==> src/rtl/blink_rate_select.sv <==
// Button-driven blink-rate selector: synchronizes and debounces a push button and
// steps through 10/5/2/1 Hz LED sources on each release. Optional S_OFF state via BLINK_SEL_OFF_EN.
module blink_rate_select #(
  parameter int unsigned g_DEBOUNCE_LIMIT = 250000
) (
  input  logic       i_Clk,
  input  logic       i_Rst,
  input  logic       i_Switch,
  input  logic       i_LED_10HZ,
  input  logic       i_LED_5HZ,
  input  logic       i_LED_2HZ,
  input  logic       i_LED_1HZ,
  output logic       o_LED,
  output logic [1:0] o_Sel,
  output logic       o_Press,
  output logic       o_Off
);

  // One spare bit keeps the terminal-count compare from wrapping; limit must be >= 2.
  localparam int unsigned CNT_W = $clog2(g_DEBOUNCE_LIMIT) + 1;
  localparam logic [CNT_W-1:0] CNT_LAST = CNT_W'(g_DEBOUNCE_LIMIT - 1);

  typedef enum logic [2:0] {
    S_10HZ = 3'd0,
    S_5HZ  = 3'd1,
    S_2HZ  = 3'd2,
    S_1HZ  = 3'd3,
    S_OFF  = 3'd4
  } state_t;

  logic             r_Sync1;
  logic             r_Sync2;
  logic             r_Stable;
  logic [CNT_W-1:0] r_Count;
  logic             accept_c;
  logic             release_c;

  state_t     state;
  state_t     state_next;
  logic       led_c;
  logic [1:0] sel_c;

  assign accept_c  = (r_Sync2 != r_Stable) && (r_Count == CNT_LAST);
  assign release_c = accept_c && r_Stable;

  // Two-flop synchronizer and debounce counter; any bounce back to r_Stable restarts the count.
  always_ff @(posedge i_Clk or posedge i_Rst) begin
    if (i_Rst) begin
      r_Sync1  <= 1'b0;
      r_Sync2  <= 1'b0;
      r_Stable <= 1'b0;
      r_Count  <= '0;
    end else begin
      r_Sync1 <= i_Switch;
      r_Sync2 <= r_Sync1;
      if ((r_Sync2 == r_Stable) || accept_c) begin
        r_Count <= '0;
      end else begin
        r_Count <= r_Count + CNT_W'(1);
      end
      if (accept_c) begin
        r_Stable <= r_Sync2;
      end
    end
  end

  always_ff @(posedge i_Clk or posedge i_Rst) begin
    if (i_Rst) begin
      state <= S_10HZ;
    end else begin
      state <= state_next;
    end
  end

  // Advance on the debounced release; illegal encodings fall back to S_10HZ.
  always_comb begin
    state_next = state;
    case (state)
      S_10HZ: if (release_c) state_next = S_5HZ;
      S_5HZ:  if (release_c) state_next = S_2HZ;
      S_2HZ:  if (release_c) state_next = S_1HZ;
`ifdef BLINK_SEL_OFF_EN
      S_1HZ:  if (release_c) state_next = S_OFF;
      S_OFF:  if (release_c) state_next = S_10HZ;
`else
      S_1HZ:  if (release_c) state_next = S_10HZ;
`endif
      default: state_next = S_10HZ;
    endcase
  end

  // LED source follows the present state; the selection code follows the next state.
  always_comb begin
    led_c = 1'b0;
    sel_c = 2'd0;
    case (state)
      S_10HZ:  led_c = i_LED_10HZ;
      S_5HZ:   led_c = i_LED_5HZ;
      S_2HZ:   led_c = i_LED_2HZ;
      S_1HZ:   led_c = i_LED_1HZ;
      default: led_c = 1'b0;
    endcase
    case (state_next)
      S_5HZ:   sel_c = 2'd1;
      S_2HZ:   sel_c = 2'd2;
      S_1HZ:   sel_c = 2'd3;
      S_OFF:   sel_c = 2'd3;
      default: sel_c = 2'd0;
    endcase
  end

  always_ff @(posedge i_Clk or posedge i_Rst) begin
    if (i_Rst) begin
      o_LED   <= 1'b0;
      o_Sel   <= 2'd0;
      o_Press <= 1'b0;
    end else begin
      o_LED   <= led_c;
      o_Sel   <= sel_c;
      o_Press <= release_c;
    end
  end

`ifdef BLINK_SEL_OFF_EN
  always_ff @(posedge i_Clk or posedge i_Rst) begin
    if (i_Rst) begin
      o_Off <= 1'b0;
    end else begin
      o_Off <= (state_next == S_OFF);
    end
  end
`else
  assign o_Off = 1'b0;
`endif

endmodule

==> config.mk <==
export PLATFORM = sky130hd
export DESIGN_NAME = blink_rate_select
export DESIGN_NICKNAME = d
export VERILOG_FILES = /design/src/rtl/blink_rate_select.sv
export SDC_FILE = /design/constraint.sdc
export NUM_CORES = 1
export LEC_CHECK = 0
export BUFFER_PORTS_ARGS = -buffer_cell sky130_fd_sc_hd__buf_4
export CORE_MARGIN = 1
export CORE_UTILIZATION = 42
export CTS_CLUSTER_DIAMETER = 40
export DETAILED_ROUTE_END_ITERATION = 12
export GPL_TIMING_DRIVEN = 0
export PLACE_DENSITY_LB_ADDON = 0.12
export REMOVE_ABC_BUFFERS = 1
export SETUP_SLACK_MARGIN = 0.1
export SYNTH_ARGS = -nofsm -noshare
export SYNTH_HDL_FRONTEND = slang
export SYNTH_SLANG_ARGS = --single-unit
==> constraint.sdc <==
create_clock -name i_Clk -period 3.69 [get_ports i_Clk]
set_input_delay 0.369 -clock i_Clk [delete_from_list [all_inputs] [get_ports i_Clk]]
set_output_delay 0.369 -clock i_Clk [all_outputs]
set_load 0.05 [all_outputs]
==> run_results.csv, run 1 <==
group,metric,value,unit
yosys,avgSynthCellArea,10.6,um^2
timing,finClkSkew,0.0122,ns
routing,wl_met3,94,um
setup_path,crit_path_max_fanout,18,
pwr,comb_power_share,4.5,%
routing,drc,0,
final_layout,nets,149,
clock_tree,clock_latency,0.32,ns
clock_tree,cts.sinks,29,
place,gp_congestion,0.746,
yosys,mappedNetlistArea,1330,um^2
clock_tree,cts_resized,0,
global_route,grt_pass1_vias,910,
pwr,p_leak,0.637,nW
global_route,antenna_found_initial,0,
yosys,synth_edf_count,0,
pwr,pwr_density_cell,375,nW/um^2
final_layout,area_growth,14.0,%
setup_path,crit_type,"register to register",
routing,routed_wl,2280,um
timing,min_period,2.35,ns
routing,met2_length,998,um
timing,setup-tns-final,0,ns
pwr,power.internal,0.442,mW
routing,wl_per_cell,12.2,um
setup_path,r2r-end,"r_Count[6]$_DFF_PP0_",
yosys,synth-seq-cells,29,
yosys,synth.yosys.warnings,0,
yosys,synth_top_cell_area_share,54.5,%
yosys,synth_ff_type,"dfrtp_1",
timing,hold_viol,0,
final_layout,antenna_cells,0,
clock_tree,cts_root_buf,"clkbuf_4",
yosys,ys_seq_area_share,54.5,%
final_layout,drive_gt1_share,16.9,%
timing,worst_pin_slew,1.06,ns
pwr,pwr-share-seq,57.3,%
final_layout,fin_util,50.2,%
clock_tree,cts_setup_buffers,0,
yosys,synth_area_leader_cell,"dfrtp_1",
place,hpwlAfterDp,1590,um
place,dp.cells,178,
pwr,clockPowerShare,38.1,%
final_layout,n_fill_cell,291,
global_route,grt-ovfl-total,0,
routing,vias,942,
setup_path,r2r_setup_slack,1.34,ns
setup_path,r2r_start,"r_Count[0]$_DFF_PP0_",
timing,setup_viol,0,
timing,slew-limit-headroom,29.0,%
routing,dr.pass1.iters,4,
clock_tree,cts_made_buffers,5,
die,core,3030,um^2
die,rows,20,
clock_tree,cts_tree,"built",
die,die_w,58.3,um
pwr,p_sw,0.129,mW
final_layout,final_cells,186,
die,fp.dieArea,3400,um^2
pwr,ir_drop,215,uV
setup_path,cp.arrival,2.52,ns
clock_tree,holdBufCountCts,0,
min_path,min_from,"i_Switch",
routing,wl_met1,1130,um
routing,routed_via_density,5.06,
routing,drtAntennaViolNets,0,
min_path,hold_class,"input pin to register",
timing,fmaxAchievable,426,MHz
setup_path,endpoint_kind,"register",
yosys,synthArstFlopShare,100,%
global_route,grt_pass1_wl,4170,um
status,status,"finished, final reports clean",
yosys,synth.top_cells.by_count,"dfrtp_1 (29), nor2_1 (21), xnor2_1 (12)",
pwr,total_power,0.570,mW
global_route,track_usage,17.0,%
pwr,p_sw_share,22.6,%
yosys,synth.area.top_cells,"dfrtp_1 (54%), xnor2_1 (7.9%), nor2_1 (5.9%)",
die,start_util,44.0,%
clock_tree,h-tree-depth,2,
min_path,holdPathEnd,"r_Sync1$_DFF_PP0_",
routing,drtIter0Drc,62,
die,die_h,58.3,um
place,io_buffers,10,
die,ioPinCount,12,
timing,fin_crit_sh,63.6,%
yosys,synthMostInstantiatedCell,"dfrtp_1",
clock_tree,clk_path_buf_depth,2,
yosys,synth_cell_types,32,
setup_path,cp-start-kind,"register",
setup_path,ff2ff_path_depth,5,
timing,whs,0.145,ns
yosys,syn-instance-count,126,
timing,rsz0062_at_grt,"no",
min_path,hold_depth,1,
setup_path,required,3.86,ns
timing,finalMaxSlewViolations,0,
global_route,grt_max_degree,30,
clock_tree,clkTransAtPathRegs,0.09,ns
flow_run,maxCapViolCount,0,
routing,top_layer_used,"met4",
metal layers:
layer	global-route usage, %	vias up
li1	-	472
met1	23.4	450
met2	23.2	15
met3	7.25	5
met4	8.16	0
met5	0	-
worst max path at each step:
stage | start | to
3_3_place_gp | r_Count[0]$_DFF_PP0_ | r_Count[11]$_DFF_PP0_
6_report | r_Count[0]$_DFF_PP0_ | r_Count[6]$_DFF_PP0_
4_1_cts | r_Count[0]$_DFF_PP0_ | r_Count[6]$_DFF_PP0_
5_1_grt | r_Count[0]$_DFF_PP0_ | r_Count[6]$_DFF_PP0_
3_5_place_dp | r_Count[0]$_DFF_PP0_ | r_Count[12]$_DFF_PP0_
2_1_floorplan | r_Count[0]$_DFF_PP0_ | o_Sel[1]$_DFF_PP0_
final cells by class:
| cell class | instances | area (um^2) | area share, % |
|---|---|---|---|
| timing repair buffer | 10 | 75.1 | 4.94 |
| multi-input combinational | 90 | 574 | 37.8 |
| clock inverter | 1 | 5.00 | 0.329 |
| clock buffer | 7 | 65.1 | 4.28 |
| inverter | 5 | 18.8 | 1.24 |
| tap | 44 | 55.1 | 3.62 |
| sequential | 29 | 726 | 47.8 |
registers in the layout, summed over array words and instances (netlist names):
name	cells
o_Sel	2
r_Sync2	1
o_Press	1
r_Sync1	1
state	3
r_Count	19
r_Stable	1
o_LED	1
power groups by stage:
stage                     combinational [mW]  clock (mW)  sequential [mW]
after global routing                  0.0296       0.242            0.328
final                                 0.0259       0.217            0.327
after global placement                0.0264           0            0.333
after floorplan                       0.0155           0            0.334
after detailed placement              0.0268           0            0.334
after CTS                             0.0269       0.227            0.327
per-stage QoR:
stage	cell area, um^2	setup WS, ns
after global routing	1520	1.11
after floorplan	1320	1.70
after global placement	1450	1.36
after detailed placement	1450	1.33
final	1520	1.34
after CTS	1520	1.30
layout by cell type (no fill, tap or decap), types with 2 or more instances in the layout:
cell type / instances
o21ai_0: 2
nor4_1: 5
nor2_1: 21
buf_4: 10
clkbuf_4: 5
clkbuf_8: 2
xor2_1: 4
a21oi_1: 5
nand2_1: 4
nand3_1: 6
conb_1: 2
or3_1: 2
dfrtp_1: 29
nand4_1: 5
inv_1: 5
xnor2_1: 12
nor4b_1: 2
nor3_1: 4
or4_1: 2
critical path, stage by stage, from the launching register on:
cell and delay, ns:
dfrtp_1 0.40, ha_1 0.23, nand3_2 0.14, or4_1 0.66, o21ai_2 0.65, nor2_1 0.11
cells by family after synthesis:
| family | count (synthesis) | share of synthesized area, % |
|---|---|---|
| and+or+nand+nor | 58 | 23.1 |
| muxes | 2 | 2.54 |
| DFF | 29 | 54.5 |
| AOI/OAI and AO/OA | 11 | 5.45 |
| other | 1 | 0.281 |
| xor gates and xnor gates | 16 | 10.5 |
| adders and majority gates | 1 | 0.939 |
| buffers and inverters | 8 | 2.72 |
No activity file was read; power rests on OpenSTA's default activity.
==> run 2: changes to the inputs <==
ABC_AREA = 1   (was default)
clock period = 2.06 ns   (was 3.69 ns; I/O delays follow)
==> run 2 against run 1 <==
Fmax rose by 42%. Synthesized cell count is 54% higher. Design area grew 12%. Core utilization fell by 0.50 points. Clock-buffer cell count unchanged. Critical path depth is 3 higher. Combinational power grew 130%. First-iteration DRC count fell by 15%. Critical path type unchanged. Critical endpoint is now r_Count[5]$_DFF_PP0_.
==> run_results.csv, run 2 <==
group,metric,value,unit
yosys,synth.area.top_cells,"dfrtp_1 (48%), nand2_1 (9.9%), nor2_1 (8.4%)",
pwr,power.internal,0.757,mW
clock_tree,cts_made_buffers,5,
yosys,synthMostInstantiatedCell,"nand2_1",
final_layout,mostFrequentLayoutCells,"nand2_1 (40), nor2_1 (34), dfrtp_1 (29), inv_1 (26), nor2_2 (13)",
timing,fin_crit_sh,80.2,%
pwr,pwr-share-seq,59.5,%
yosys,synth_edf_count,0,
status,status,"finished, final reports clean",
yosys,synth.top_cells.by_count,"nand2_1 (40), nor2_1 (34), dfrtp_1 (29)",
final_layout,drive_gt1_share,18.0,%
die,rows,21,
die,die_w,62.2,um
timing,worst_pin_slew,1.10,ns
setup_path,max_stage_delay,0.39,ns
routing,routed_wl,2930,um
timing,hold_viol,0,
pwr,p_sw,0.223,mW
place,io_buffers,10,
die,ioPinCount,12,
setup_path,crit_slowest_cell,"dfrtp_1",
clock_tree,clkTransAtPathRegs,0.09,ns
pwr,p_leak,0.764,nW
timing,fmaxAchievable,605,MHz
yosys,synth_cell_types,24,
clock_tree,clock_latency,0.31,ns
die,fp.dieArea,3870,um^2
clock_tree,cts_resized,0,
timing,rsz0062_at_grt,"no",
yosys,synth_top_cell_area_share,47.7,%
routing,drtIter0Drc,53,
clock_tree,clk_path_buf_depth,2,
flow_run,maxCapViolCount,0,
place,gp_congestion,0.914,
final_layout,fin_util,49.7,%
yosys,ys_seq_area_share,47.7,%
routing,dr.pass1.iters,4,
place,dp_slack,0.402,ns
final_layout,max_flop_register,"r_Count",
die,die_h,62.2,um
global_route,grt_pass1_vias,1173,
timing,fin_ws,0.407,ns
yosys,avgSynthCellArea,7.85,um^2
yosys,synth.yosys.warnings,0,
clock_tree,cts.sinks,29,
yosys,synth-seq-cells,29,
setup_path,cp.arrival,1.86,ns
timing,finalMaxSlewViolations,0,
routing,vias,1237,
routing,wl_per_cell,11.4,um
global_route,grt_max_degree,30,
timing,setup-tns-final,0,ns
setup_path,required,2.26,ns
pwr,p_sw_share,22.8,%
pwr,total_power,0.980,mW
timing,min_period,1.65,ns
setup_path,crit_type,"register to register",
global_route,track_usage,17.6,%
die,core,3420,um^2
timing,finClkSkew,0.00619,ns
yosys,synthArstFlopShare,100,%
yosys,synth_ff_type,"dfrtp_1",
clock_tree,holdBufCountCts,1,
min_path,hold_class,"input pin to async pin",
timing,slew-limit-headroom,26.3,%
clock_tree,cts_root_buf,"clkbuf_4",
setup_path,cp_common_cell,"nor2_4",
global_route,grt-ovfl-total,0,
routing,drc,0,
place,hpwlAfterDp,2220,um
setup_path,crit_path_max_fanout,12,
global_route,grt_pass1_wl,5250,um
timing,setup_viol,0,
final_layout,largest_reg_flops,19,
pwr,comb_power_share,6.0,%
clock_tree,h-tree-depth,2,
clock_tree,cts_setup_buffers,0,
final_layout,antenna_cells,0,
yosys,synth_area_leader_cell,"dfrtp_1",
final_layout,nets,219,
setup_path,endpoint_kind,"register",
yosys,syn-instance-count,194,
final_layout,top_regs,"r_Count (19), state (3), o_Sel (2)",
routing,drtAntennaViolNets,0,
clock_tree,cts_tree,"built",
pwr,ir_drop,301,uV
pwr,pwr_density_cell,578,nW/um^2
setup_path,cp-start-kind,"register",
yosys,mappedNetlistArea,1520,um^2
setup_path,cp_cell_sequence,"ha_1 -> nand2_2 -> nor2_4 -> nand3_2 -> nor2_4 -> nor2_4 -> inv_4 -> nor3_1",
global_route,antenna_found_initial,0,
final_layout,final_common_cell,"nand2_1",
pwr,clockPowerShare,34.5,%
die,start_util,44.6,%
final_layout,area_growth,11.4,%
routing,routed_via_density,4.81,
run 2: logic make-up (layout without fill, tap and decap cells):
logic type | count (synthesis) | after routing | share of synthesized area (%)
flip-flops | 29 | 29 | 47.7
AND/OR/NAND/NOR | 117 | 117 | 36.0
buffers and inverters | 30 | 46 | 8.87
other | 1 | 2 | 0.246
XOR/XNOR | 4 | 4 | 2.30
AO/OA/AOI/OAI | 12 | 12 | 4.11
adder cells (fa/ha/maj) | 1 | 1 | 0.822
run 2: per-layer routing:
metal,vias to the layer above,GRT usage (%),part of all wire [%]
met1,586,23.4,47
met2,21,27.9,49
li1,628,-,-
met4,0,4.36,0.41
met5,-,0,0
met3,2,5.51,3.2
run 2: final cells by class:
cell class                      count  area, um^2
Timing Repair Buffer               11        85.1
Inverter                           28         108
Sequential cell                    29         726
Fill cell                         345        1720
Multi-Input combinational cell    136         666
Tap cell                           46        57.6
Clock buffer                        7        55.1
run 2: power groups by stage:
| stage | Combinational [mW] | Clock, mW | Sequential (mW) |
|---|---|---|---|
| after floorplan | 0.0356 | 0 | 0.597 |
| after global placement | 0.0573 | 0 | 0.594 |
| after global routing | 0.0671 | 0.386 | 0.584 |
| final | 0.0583 | 0.338 | 0.583 |
| after detailed placement | 0.0585 | 0 | 0.595 |
| after CTS | 0.0603 | 0.357 | 0.583 |
run 2: critical path: cells and delay by family, from the launching register on:
family / cells / cell delay, ns
buf+inv: 1 / 0.18
fa+ha+maj: 1 / 0.26
simple gates: 6 / 0.72
flops: 1 / 0.39
run 2: worst paths after layout:
check,from,to,slack (ns),cells past startpoint
min in group i_Clk,i_LED_1HZ,o_LED$_DFF_PP0_,0.21,3
max in group asynchronous,i_Rst,state[0]$_DFF_PP0_,1.22,2
setup reg to reg,r_Count[0]$_DFF_PP0_,r_Count[5]$_DFF_PP0_,0.41,8
hold reg to reg,r_Sync1$_DFF_PP0_,r_Sync2$_DFF_PP0_,0.37,0
hold / removal,i_Rst,r_Count[6]$_DFF_PP0_,0.17,2
setup / recovery,r_Count[0]$_DFF_PP0_,r_Count[5]$_DFF_PP0_,0.41,8
run 2: per-stage QoR:
step	std cells	area, um^2	hold slack [ns]
2_1_floorplan	193	1500	0.237
3_3_place_gp	249	1630	0.317
3_5_place_dp	249	1630	0.318
4_1_cts	257	1700	0.190
5_1_grt	257	1700	0.178
6_report	257	1700	0.172
==> run 3: changes to the inputs <==
ABC_AREA = 0   (was 1)
clock period = 1.7 ns   (was 2.06 ns; I/O delays follow)
==> run 3 against run 2 <==
Wire length decreased by 5.6%. Non-clock buffer count up 16. The run now ends with negative setup slack left. Largest cell class unchanged. Via count decreased by 15%. Critical path depth is 4 lower. Sequential power rose by 22%. Global-route usage increased by 2.0 points. Register-to-register slack got worse by 0.57 ns. Critical endpoint is now state[1]$_DFF_PP0_. Highest routed layer unchanged. Setup slack worse by 0.57 ns. Combinational power grew 33%. Sequential share of layout area is 1.6 points lower.
==> run_results.csv, run 3 (synthesis results as in run 1) <==
group,metric,value,unit
setup_path,crit_type,"register to register",
final_layout,drive_gt1_share,35.2,%
timing,finClkSkew,0.00929,ns
timing,fin_crit_sh,110,%
setup_path,cp.arrival,2.12,ns
routing,routed_wl,2770,um
timing,setup_viol,24,
status,status,"finished with violations",
setup_path,required,1.96,ns
routing,drtAntennaViolNets,0,
final_layout,multi_input_area,681,um^2
clock_tree,cts.sinks,29,
routing,dr.pass1.iters,4,
final_layout,n_fill_cell,259,
timing,whs,0.109,ns
setup_path,ff2ff_path_depth,4,
setup_path,cp_common_cell,"or4_4",
pwr,p_leak,0.739,nW
global_route,antenna_found_initial,0,
clock_tree,cts_tree,"built",
clock_tree,clock_latency,0.33,ns
setup_path,crit_path_max_fanout,5,
clock_tree,h-tree-depth,2,
place,hpwlAfterDp,1590,um
setup_path,crit_slowest_cell,"or4_4",
die,start_util,44.0,%
setup_path,r2r-end,"state[1]$_DFF_PP0_",
place,io_buffers,10,
setup_path,cp_cell_sequence,"nand2b_4 -> or4_4 -> or4_4 -> a21oi_2",
die,ioPinCount,12,
pwr,total_power,1.26,mW
global_route,grt_pass1_wl,4840,um
setup_path,max_stage_delay,0.55,ns
die,die_h,58.3,um
global_route,grt-ovfl-total,0,
flow_run,maxCapViolCount,0,
pwr,pwr_density_cell,713,nW/um^2
pwr,ir_drop,466,uV
setup_path,r2r_start,"r_Count[4]$_DFF_PP0_",
timing,slew-limit-headroom,28.2,%
final_layout,nets,166,
final_layout,largest_reg_flops,19,
global_route,grt_max_degree,30,
die,die_w,58.3,um
die,fp.dieArea,3400,um^2
timing,hold_viol,0,
die,core,3030,um^2
routing,drc,0,
timing,fin_ws,-0.163,ns
routing,wl_per_cell,13.6,um
timing,setup-tns-final,-2.05,ns
timing,fmaxAchievable,537,MHz
final_layout,final_common_cell,"dfrtp_1",
routing,routed_via_density,5.20,
timing,min_period,1.86,ns
clock_tree,cts_root_buf,"clkbuf_4",
global_route,track_usage,19.6,%
final_layout,antenna_cells,0,
final_layout,top_regs,"r_Count (19), state (3), o_Sel (2)",
clock_tree,clkTransAtPathRegs,0.09,ns
final_layout,max_flop_register,"r_Count",
timing,finalMaxSlewViolations,0,
timing,worst_pin_slew,1.08,ns
place,dp_slack,-0.660,ns
timing,rsz0062_at_grt,"yes",
final_layout,area_growth,33.0,%
die,rows,20,
final_layout,ff_latch_area,729,um^2
global_route,grt_pass1_vias,1055,
place,gp_congestion,0.746,
status,violations,"negative setup slack",
final_layout,mostFrequentLayoutCells,"dfrtp_1 (26), buf_4 (25), nor2_1 (21), xnor2_1 (12)",
routing,vias,1055,
setup_path,endpoint_kind,"register",
setup_path,r2r_setup_slack,-0.16,ns
min_path,hold_class,"input pin to async pin",
clock_tree,cts_made_buffers,5,
clock_tree,clk_path_buf_depth,2,
routing,drtIter0Drc,31,
setup_path,cp-start-kind,"register",
-- run 3: cell count changes in the layout (fill, tap and decap cells not counted), moves of 5 or more --
cell / delta
buf_4: +15
inv_1: -21
nand2_1: -36
nand3_1: -5
nor2_1: -13
nor2_2: -13
nor3_1: -5
o21ai_0: -5
xnor2_1: +11
-- run 3: cell type report --
class,instances,share of cell area (%)
Multi-Input combinational cell,90,38.4
Clock inverter,1,0.282
Clock buffer,7,3.67
Sequential cell,29,41.2
Inverter,5,1.06
Timing Repair Buffer,27,12.3
Tap cell,44,3.11
-- run 3: metal layers --
layer	part of all wire (%)	GRT usage, %	vias to the layer above	wire (um)
li1	-	-	511	-
met1	46	25.4	522	1260
met2	48	29.9	17	1330
met3	4.2	7.25	5	115
met4	1.9	8.16	0	53
met5	0	0	-	0
-- run 3: report_power, final --
part           internal (mW)  switching, mW  total (mW)
clock                  0.239          0.234       0.473
combinational         0.0352         0.0423      0.0774
sequential             0.700         0.0133       0.713
-- run 3: critical path, delay by kind of cell (launching register included) --
kind / cells / cell delay, ns
DFF: 1 / 0.44
and+or+nand+nor: 3 / 1.22
AOI/OAI and AO/OA: 1 / 0.14
-- run 3: timing repair --
action	in CTS	in global routing
hold buffers	1	0
hold endpoints to repair	1	0
buffers inserted	16	0
setup endpoints to repair	25	25
resized for setup	16	6
pin swaps	9	2
-- run 3: worst max-delay path by stage --
stage / from / endpoint / slack (ns)
after CTS: r_Count[1]$_DFF_PP0_ / state[1]$_DFF_PP0_ / -0.13
after floorplan: r_Count[0]$_DFF_PP0_ / o_Sel[1]$_DFF_PP0_ / -0.29
after global placement: r_Count[0]$_DFF_PP0_ / r_Count[11]$_DFF_PP0_ / -0.63
after detailed placement: r_Count[0]$_DFF_PP0_ / r_Count[12]$_DFF_PP0_ / -0.66
final: r_Count[4]$_DFF_PP0_ / state[1]$_DFF_PP0_ / -0.16
after global routing: r_Count[4]$_DFF_PP0_ / state[1]$_DFF_PP0_ / -0.20
-- run 3: stage by stage --
step | std cells | area (um^2) | utilization [%]
6_report | 203 | 1770 | 58.5
5_1_grt | 203 | 1770 | 58.5
4_1_cts | 203 | 1740 | 57.5
3_5_place_dp | 178 | 1450 | 47.9
3_3_place_gp | 178 | 1450 | 47.9
2_1_floorplan | 124 | 1320 | -
